### src/rtl/multi_alarm_clock_pkg.sv
// multi_alarm_clock_pkg: shared channel state type, BCD widths/limits and BCD time helpers.
package multi_alarm_clock_pkg;
  typedef enum logic [1:0] {IDLE, RINGING, SNOOZED} ch_state_t;
  localparam int HOUR_W = 6;
  localparam int MIN_W = 7;
  localparam logic [HOUR_W-1:0] MAX_HOUR = 6'h23;
  localparam logic [MIN_W-1:0] MAX_MIN = 7'h59;
  // BCD ordering matches numeric ordering once the units digits are known valid
  function automatic logic bcd_valid(input logic [HOUR_W-1:0] h, input logic [MIN_W-1:0] m);
    return h[3:0] <= 4'd9 && m[3:0] <= 4'd9 && h <= MAX_HOUR && m <= MAX_MIN;
  endfunction
  function automatic logic [MIN_W-1:0] bcd_inc_min(input logic [MIN_W-1:0] m);
    return m == MAX_MIN ? '0 : m[3:0] == 4'd9 ? {m[6:4] + 3'd1, 4'd0} : {m[6:4], m[3:0] + 4'd1};
  endfunction
  function automatic logic [HOUR_W-1:0] bcd_inc_hour(input logic [HOUR_W-1:0] h);
    return h == MAX_HOUR ? '0 : h[3:0] == 4'd9 ? {h[5:4] + 2'd1, 4'd0} : {h[5:4], h[3:0] + 4'd1};
  endfunction
endpackage

### src/rtl/multi_alarm_clock_channel.sv
// alarm_channel: one alarm slot with alarm time, ring timer and FSM.
// Snooze state and counter exist only with MULTI_ALARM_SNOOZE_EN defined.
module alarm_channel import multi_alarm_clock_pkg::*; #(
`ifdef MULTI_ALARM_SNOOZE_EN
  parameter int SNOOZE_MIN = 5,
`endif
  parameter int RING_MIN = 10
) (
  input  logic              clk,
  input  logic              rst,
  input  logic              ev,
  input  logic              min_tick,
  input  logic              en,
  input  logic              load,
  input  logic              dismiss,
`ifdef MULTI_ALARM_SNOOZE_EN
  input  logic              snooze,
`endif
  input  logic [HOUR_W-1:0] set_hours,
  input  logic [MIN_W-1:0]  set_minutes,
  input  logic [HOUR_W-1:0] hours,
  input  logic [MIN_W-1:0]  minutes,
  output logic              active
);
  localparam logic [3:0] RING_L = 4'(RING_MIN);
  ch_state_t state;
  logic [HOUR_W-1:0] alarm_hours;
  logic [MIN_W-1:0] alarm_minutes;
  logic [3:0] ring_cnt;
  logic match;
`ifdef MULTI_ALARM_SNOOZE_EN
  localparam logic [3:0] SNOOZE_L = 4'(SNOOZE_MIN);
  logic [3:0] snooze_cnt;
`endif
  assign match = hours == alarm_hours && minutes == alarm_minutes;
  assign active = state == RINGING;
  always_ff @(posedge clk or negedge rst)
    if (!rst) begin
      state <= IDLE;
      alarm_hours <= '0;
      alarm_minutes <= '0;
      ring_cnt <= '0;
`ifdef MULTI_ALARM_SNOOZE_EN
      snooze_cnt <= '0;
`endif
    end else begin
      if (load) begin
        alarm_hours <= set_hours;
        alarm_minutes <= set_minutes;
      end
      // disable and reprogramming override every other transition
      if (!en || load) state <= IDLE;
      else
        case (state)
          IDLE:
            if (ev && match) begin
              state <= RINGING;
              ring_cnt <= RING_L;
            end
          RINGING:
            if (dismiss) state <= IDLE;
`ifdef MULTI_ALARM_SNOOZE_EN
            else if (snooze) begin
              state <= SNOOZED;
              snooze_cnt <= SNOOZE_L;
            end
`endif
            else if (min_tick) begin
              ring_cnt <= ring_cnt - 4'd1;
              if (ring_cnt == 4'd1) state <= IDLE;
            end
`ifdef MULTI_ALARM_SNOOZE_EN
          SNOOZED:
            if (dismiss) state <= IDLE;
            else if (min_tick) begin
              snooze_cnt <= snooze_cnt - 4'd1;
              if (snooze_cnt == 4'd1) begin
                state <= RINGING;
                ring_cnt <= RING_L;
              end
            end
`endif
          default: state <= IDLE;
        endcase
    end
endmodule

### src/rtl/multi_alarm_clock.sv
// multi_alarm_clock: BCD 24h clock with NUM_ALARMS alarm channels.
// Optional snooze support via MULTI_ALARM_SNOOZE_EN.
module multi_alarm_clock import multi_alarm_clock_pkg::*; #(
  parameter int NUM_ALARMS    = 4,
  parameter int TICKS_PER_MIN = 60,
  parameter int SNOOZE_MIN    = 5,
  parameter int RING_MIN      = 10
) (
  input  logic                  clk,
  input  logic                  rst,
  input  logic                  set_time,
  input  logic [HOUR_W-1:0]     set_hours,
  input  logic [MIN_W-1:0]      set_minutes,
  input  logic                  set_alarm,
  input  logic [2:0]            alarm_sel,
  input  logic [NUM_ALARMS-1:0] alarm_on,
  input  logic                  snooze,
  input  logic                  dismiss,
  output logic [HOUR_W-1:0]     hours,
  output logic [MIN_W-1:0]      minutes,
  output logic [NUM_ALARMS-1:0] alarm_active,
  output logic                  alarm_triggered
);
  localparam int PW = $clog2(TICKS_PER_MIN);
  logic [PW-1:0] presc;
  logic min_tick, set_ok, time_load, ev_q;
  assign min_tick = presc == PW'(TICKS_PER_MIN - 1);
  assign set_ok = bcd_valid(set_hours, set_minutes);
  assign time_load = set_time && set_ok;
  assign alarm_triggered = |alarm_active;
  always_ff @(posedge clk or negedge rst)
    if (!rst) begin
      presc <= '0;
      hours <= '0;
      minutes <= '0;
      ev_q <= 1'b0;
    end else begin
      ev_q <= time_load || min_tick;
      if (time_load) begin
        hours <= set_hours;
        minutes <= set_minutes;
        presc <= '0;
      end else begin
        presc <= min_tick ? '0 : presc + 1'b1;
        if (min_tick) begin
          minutes <= bcd_inc_min(minutes);
          if (minutes == MAX_MIN) hours <= bcd_inc_hour(hours);
        end
      end
    end
`ifndef MULTI_ALARM_SNOOZE_EN
  logic unused_snooze;
  localparam int unused_snooze_min = SNOOZE_MIN;
  assign unused_snooze = snooze;
`endif
  for (genvar i = 0; i < NUM_ALARMS; i++) begin : g_ch
    alarm_channel #(
`ifdef MULTI_ALARM_SNOOZE_EN
      .SNOOZE_MIN(SNOOZE_MIN),
`endif
      .RING_MIN(RING_MIN)
    ) u_ch (
      .clk(clk),
      .rst(rst),
      .ev(ev_q),
      .min_tick(min_tick),
      .en(alarm_on[i]),
      .load(set_alarm && set_ok && alarm_sel == 3'(i)),
      .dismiss(dismiss),
`ifdef MULTI_ALARM_SNOOZE_EN
      .snooze(snooze),
`endif
      .set_hours(set_hours),
      .set_minutes(set_minutes),
      .hours(hours),
      .minutes(minutes),
      .active(alarm_active[i])
    );
  end
endmodule
### config.mk
export PLATFORM = sky130hd
export DESIGN_NAME = multi_alarm_clock
export DESIGN_NICKNAME = d
export VERILOG_FILES = /design/src/rtl/multi_alarm_clock_pkg.sv /design/src/rtl/multi_alarm_clock_channel.sv /design/src/rtl/multi_alarm_clock.sv
export SDC_FILE = /design/constraint.sdc
export NUM_CORES = 1
export LEC_CHECK = 0
export ABC_AREA = 1
export CAP_MARGIN = 0
export CORE_ASPECT_RATIO = 0.7
export CORE_MARGIN = 1
export CORE_UTILIZATION = 52
export DETAILED_ROUTE_END_ITERATION = 7
export PLACE_DENSITY = 0.77
export REMOVE_ABC_BUFFERS = 1
export SETUP_SLACK_MARGIN = 0.02
export SLEW_MARGIN = 0
export SYNTH_ARGS = -nofsm -noshare
export SYNTH_HDL_FRONTEND = slang
export SYNTH_HIERARCHICAL = 1
export SYNTH_SLANG_ARGS = --single-unit
### constraint.sdc
create_clock -name clk -period 2.1 [get_ports clk]
set_clock_uncertainty 0.1 [all_clocks]
set_input_delay 0.315 -clock clk [delete_from_list [all_inputs] [get_ports clk]]
set_output_delay 0.315 -clock clk [all_outputs]
set_load 0.05 [all_outputs]
==> out/metrics.yaml <==
worst_setup_path:
  cp.required_ps: 1680
  crit_type: "flop to output pin"
  crit_start: "g_ch[0].u_ch/state[0]$_DFFE_PN0P_"
  critPathMaxStageDelay_ps: 570
  cp_max_fo: 6
  crit_slowest_cell: "or4_1"
  r2r_setup_slack_ps: 300
  cp-end-kind: "output pin"
  path_delay_family: "simple AND/OR/NAND/NOR gates"
  path_buf_inv: 1
  arrival_ps: 1590
  crit_chain: "or4_1 -> buf_4"
  r2r_start: "presc[0]$_DFF_PN0_"
  critPathLaunchType: "flop"
final_layout:
  final_nets: 925
  fin_area_sq_um: 6939
  diodes: 0
  syn_to_final_growth_pct: 23.38
  drive_above_1_share_pct: 18.34
timing:
  rsz0062_at_grt: "no"
  hold_slack_ps: 197.5
  fmax_mhz: 499.0
  worst_pin_slew_ps: 576.6
  setup_viol: 0
  fin_crit_ps: 2004
  hold_viol: 0
  min_period_over_period_pct: 95.43
  drv_slew: 0
  slew_headroom_pct: 61.50
  setup-tns-final_ps: 0
synth:
  syn_avg_cell_area_sq_um: 7.101
  synth-seq-cells: 92
  synth_area_sq_um: 5624
  syn_inst: 792
  synth-simple-area-share_pct: 34.99
  synth.area.top_cells: "dfrtp_1 41%, nand2_1 20%, inv_1 8.6%"
  yosysSeqAreaShare_pct: 40.93
  yosys-mux-area-fraction_pct: 1.602
  synth_top_area_cell: "dfrtp_1"
  synth_top_area_share_pct: 40.93
  yosys_warnings: 6
  post_synth_xor_area_fraction_pct: 2.647
  synth_top_family_by_area: "simple AND/OR/NAND/NOR gates"
  synth_fa_ha_area_share_pct: 2.670
  synth-compound-area-share_pct: 6.073
  synthDistinctLibCells: 29
place:
  dp_hpwl_um: 10880
  port-buffer-count: 42
  gp_congestion: 0.8635
  place_area_sq_um: 6464
route:
  dr.pass1.iters: 5
  dr.first_iter.drc_count: 487
  drtAntennaViolNets: 0
  viasPerCell: 5.141
  routed_wl_um: 14850
  wl_per_cell_um: 14.54
  vias: 5249
  drcViolationCount: 0
global_routing:
  grt_pass1_wl_um: 23690
  antenna_found_initial: 0
  grt_max_degree: 56
  track_usage_pct: 27.70
  first_global_vias: 4906
  grt_overflow: 0
run_status:
  status: "completed"
hold_path:
  holdCritPathClass: "input port to asynchronous set/reset pin"
floorplanning:
  fp.coreArea_sq_um: 10430
  start_util_pct: 53.90
  die_area_sq_um: 11240
  die_height_um: 89.01
  row_count: 31
  io_pins: 44
  fp.dieW_um: 126.3
clock_tree:
  htree_levels: 3
  clk_path_buf_depth: 2
  clk_pin_slew_worst_paths_ps: 60
  cts.sinks: 92
  numCtsBuffers: 9
  cts_tree: "yes"
  clockRootBuffer: "clkbuf_16"
  clk_latency_ps: 340
power_and_ir_drop:
  powerDensity_nw_per_um2: 885.1
  ir_drop_uv: 804.1
  finalPower_uw: 6142
  leakagePower_uw: 0.003742
run:
  drv_cap: 0
-- cells by family (layout without fill, tap and decap cells) --
group	count (synthesis)	after routing
xor gates and xnor gates	17	17
DFF	92	92
and+or+nand+nor	449	449
adders and majority gates	12	12
muxes	8	8
AOI/OAI and AO/OA	62	62
buffers and inverters	152	249
-- metal layers --
layer  share of wire, %  GRT usage (%)  up-vias
li1                   -              -     2597
met1                 45          35.92     2424
met2                 45          46.06      195
met3                7.9          7.002       33
met4                2.1          9.091        0
met5                  0              0        -
-- flip-flops by register name, summed over array words and instances (netlist names) --
signal                   cells
g_ch.u_ch/alarm_minutes     28
ev_q                         1
presc                        6
hours                        6
minutes                      7
g_ch.u_ch/state              4
g_ch.u_ch/ring_cnt          16
g_ch.u_ch/alarm_hours       24
-- cell type report --
cell class | instances | area [sq um]
inverters | 137 | 514.2
well taps | 132 | 165.2
clock inverters | 3 | 40.04
multi-input cells | 548 | 2808
clock buffers | 10 | 239.0
flip-flops and latches | 92 | 2302
fillers | 825 | 3495
repair buffers | 99 | 870.8
-- placed cells by master (no fill, tap or decap) --
cell type and n:
nand2_4 6, clkbuf_8 1, buf_6 1, nand3_1 34, nor4_4 8, xor2_1 5
dlymetal6s2s_1 12, dfrtp_1 92, nand3_4 1, o21ai_2 1, clkinv_2 2, o21ai_1 4
nand2_1 302, xnor2_1 12, inv_2 10, o21ai_4 1, ha_1 12, or2_2 6
clkdlybuf4s50_1 9, nor2_4 2, clkbuf_16 9, nor2_1 48, inv_1 127, clkbuf_2 5
o211ai_1 4, bufinv_16 1, nor3_1 4, dlygate4sd2_1 1, nand4_1 6, o21ai_0 48
buf_4 66, nand3_2 4, nor2_2 14, buf_12 4, o31ai_1 4, mux2_2 8
dlygate4sd3_1 1, nand2_2 13, or4_1 1
-- worst register-to-register path: cells and delay by family (launching register included) --
| family | cells | cell delay (ps) |
|---|---|---|
| compound gates | 1 | 260 |
| fa+ha+maj | 1 | 220 |
| buf+inv | 1 | 390 |
| flops | 1 | 370 |
| simple gates | 3 | 320 |
-- per-stage QoR --
| step | worst slack, ps | util, % | instances |
|---|---|---|---|
| 2_1_floorplan | -1304 | - | 777 |
| 3_3_place_gp | -394.7 | 61.95 | 996 |
| 3_5_place_dp | -472.8 | 61.95 | 996 |
| 4_1_cts | 20.61 | 65.34 | 1013 |
| 5_1_grt | 19.57 | 66.51 | 1021 |
| 6_report | 95.89 | 66.51 | 1021 |
-- power breakdown --
part | total (uW) | switching, uW | internal (uW)
clock network | 1570 | 640 | 930
registers | 2520 | 369 | 2150
logic | 2050 | 1300 | 754
-- what timing repair did --
action / CTS / global route
hold buffers: 1 / 0
buffers inserted: 3 / 8
hold endpoints to repair: 92 / 0
cloned: 0 / 0
endpoints found under the setup margin: 27 / 29
gates resized for setup: 13 / 35
pin swaps: 7 / 11
-- path summary, 6_finish.rpt --
path / cells after the start / to
max in group asynchronous: 3 / g_ch[1].u_ch/ring_cnt[0]$_DFFE_PN0P_
hold reg to reg: 1 / g_ch[1].u_ch/alarm_hours[0]$_DFFE_PN0P_
setup / recovery: 2 / alarm_triggered
setup reg to reg: 6 / g_ch[1].u_ch/state[0]$_DFFE_PN0P_
min in group clk: 4 / g_ch[1].u_ch/alarm_minutes[6]$_DFFE_PN0P_
hold / removal: 2 / minutes[4]$_DFFE_PN0P_
-- synth_stat cells --
cell and n:
clkbuf_1 8, nor2_1 50, or4_1 1, buf_6 5
dfrtp_1 92, mux2_2 8, buf_4 1, buf_8 1
o211ai_1 4, or2_2 6, o21ai_1 5, xor2_1 5
nand2_2 9, nand2_1 307, nor4_1 4, nand4_1 6
o21ai_0 48, nand3_2 4, nand2_4 5, o31ai_1 4
nor2_2 14, inv_2 8, o21ai_4 1, nor4_4 4
nand3_1 35, nor3_1 4, inv_1 129, xnor2_1 12
ha_1 12
Note: power is estimated with default switching activity, not from simulation.
==> patch, RTL diff (same flow settings) <==
Re-encode `ch_state_t` (3 states) as one-hot, 3 bits wide.
--- a/src/rtl/multi_alarm_clock_pkg.sv
+++ b/src/rtl/multi_alarm_clock_pkg.sv
@@ -1,5 +1,5 @@
 // multi_alarm_clock_pkg: shared channel state type, BCD widths/limits and BCD time helpers.
 package multi_alarm_clock_pkg;
-  typedef enum logic [1:0] {IDLE, RINGING, SNOOZED} ch_state_t;
+  typedef enum logic [2:0] {IDLE = 3'b001, RINGING = 3'b010, SNOOZED = 3'b100} ch_state_t;
   localparam int HOUR_W = 6;
   localparam int MIN_W = 7;
Check against the original RTL: no difference found for any inputs over 4 cycles, from zero or initial values and one cycle with rst low; so few cycles prove little.
==> patch against the original RTL <==
The flow now finishes with violations (setup timing). Highest routed layer unchanged. Total power is 3.5% higher. Critical endpoint unchanged. Via count up 2.6%. First-iteration DRC count fell by 24%. Sequential cell count rose by 4. Critical path type unchanged. Worst setup slack worse by 0.12 ns. Sequential power grew 5%. Synthesized cell count rose by 3.5%. Synthesized area increased by 3.5%. Wire length increased by 1.7%. Final area rose by 3.7%. Die area grew 3.4%.
==> patch: results (changes against the original RTL) <==
[layout]
drive_gt1_share_pct=18.1  ; -0.28 points
fillers=923  ; +12%
fin_nets=958  ; +3.6%

[yosys]
synth-async-reset-ratio_pct=100  ; unchanged
ys.warnings.count=6  ; unchanged
synth.distinct_cells=33  ; +14%
ys_seq_area_share_pct=41.4  ; +0.43 points
synthTopCellsByArea=dfrtp_1, nand2_1, inv_1, o21ai_0, nor2_1
ys_top_cells_by_count=nand2_1, inv_1, dfrtp_1

[critical_path]
worstRegToRegCells=14  ; +8
slowest_stage=or4_4
r2r_slack_ns=0.11  ; -0.19 ns
cp_max_fo=2  ; -4
critPathArrivalTime_ns=1.71  ; +0.12 ns
startpoint=g_ch[3].u_ch/state[0]$_DFFE_PN1P_
slowest_delay_ns=0.54  ; -0.03 ns
timing.rr.end=g_ch[3].u_ch/ring_cnt[2]$_DFFE_PN0P_

[sta]
worst_pin_slew_ns=0.483  ; -0.0934 ns
fmax_ghz=0.471  ; -5.6%
timing.final.ws_setup_ns=-0.0240  ; -0.120 ns
setup_viol=1  ; +1

[route]
routed_wl_mm=15.1  ; +1.7%
wl_met3_mm=1.08  ; -7.5%
route.met2.wl_mm=6.53  ; -3.0%
dr.pass1.iters=8  ; +3
drt_iter0_drc=372  ; -24%
wl_met1_mm=7.19  ; +8.5%

[grt]
grtUsageTotal_pct=28.3  ; +0.58 points
grt_pass1_wl_mm=25.2  ; +6.4%
grt_pass1_vias=5224  ; +6.5%
grt_max_degree=43  ; -23%

[power]
power.leakage_nw=3.83  ; +2.2%
p_sw_w=0.00239  ; +3.6%
ir_drop_mv=0.573  ; -29%

[place]
placed_area_um2=6680  ; +3.3%
dp_hpwl_mm=10.9  ; +0.34%
place_ws_ns=-0.403  ; +0.0695 ns
place.gp.congestion=0.862  ; -0.19%

[min_path]
hp-class=in2reg

[outcome]
outcome=complete, but fails checks
violations=setup timing

[patch: logic make-up after synthesis]
kind of cell,after synthesis,synth area share (%)
buf+inv,160,11.2
mux,8,1.55
xor+xnor,21,3.16
simple gates,457,33.0
flops,96,41.4
fa+ha+maj,12,2.58
compound gates,66,7.16
[patch: per-layer routing]
layer	track usage (%)	vias up
met5	0	-
met4	8.53	0
met3	7.23	30
met2	42.6	169
met1	39.8	2488
li1	-	2697
[patch: worst max path at each step]
stage                                              end  depth (start not counted)
2_1_floorplan     g_ch[3].u_ch/ring_cnt[0]$_DFFE_PN0P_                         13
3_3_place_gp      g_ch[3].u_ch/ring_cnt[1]$_DFFE_PN0P_                         15
3_5_place_dp   g_ch[1].u_ch/alarm_hours[2]$_DFFE_PN0P_                          9
4_1_cts                                alarm_triggered                          5
5_1_grt                                alarm_triggered                          5
6_report                               alarm_triggered                          5
[patch: worst max-delay path, delay by kind of cell, from the launching register on]
kind                   cells  cell delay [ns]
AND/OR/NAND/NOR            2             0.60
flip-flops                 1             0.52
buffers and inverters      3             0.24
[patch: power groups by stage]
stage                     Sequential (W)  Clock (W)  Combinational [W]
final                            0.00264    0.00166            0.00206
after global routing             0.00269    0.00177            0.00234
after CTS                        0.00263    0.00169            0.00203
after detailed placement         0.00266          0            0.00200
after global placement           0.00265          0            0.00195
after floorplan                  0.00281          0            0.00118
[patch: repair_timing]
action	in CTS	in global routing
endpoints found under the setup margin	22	31
gates resized for setup	21	20
hold buffers	1	0
buffers inserted	12	3
pin swaps	10	8
endpoints found under the hold margin	21	0
cloned	0	0
[patch: stage by stage]
step / hold slack [ns] / std cells / power, W / utilization (%)
finish: 0.275 / 1073 / 0.00636 / 67.7
global placement: 0.141 / 1043 / 0.00460 / 62.8
global route: 0.308 / 1073 / 0.00680 / 67.7
floorplan: -0.0806 / 805 / 0.00398 / -
detailed placement: 0.140 / 1043 / 0.00467 / 62.8
CTS: 0.317 / 1072 / 0.00635 / 67.0
[patch: final cells by class]
| type | count | area [um^2] | area share [%] |
|---|---|---|---|
| Clock inverter | 4 | 53.8 | 0.748 |
| Clock buffer | 12 | 246 | 3.43 |
| Tap cell | 148 | 185 | 2.57 |
| Inverter | 145 | 547 | 7.60 |
| Timing Repair Buffer | 104 | 887 | 12.3 |
| Sequential cell | 96 | 2410 | 33.5 |
| Multi-Input combinational cell | 564 | 2870 | 39.8 |
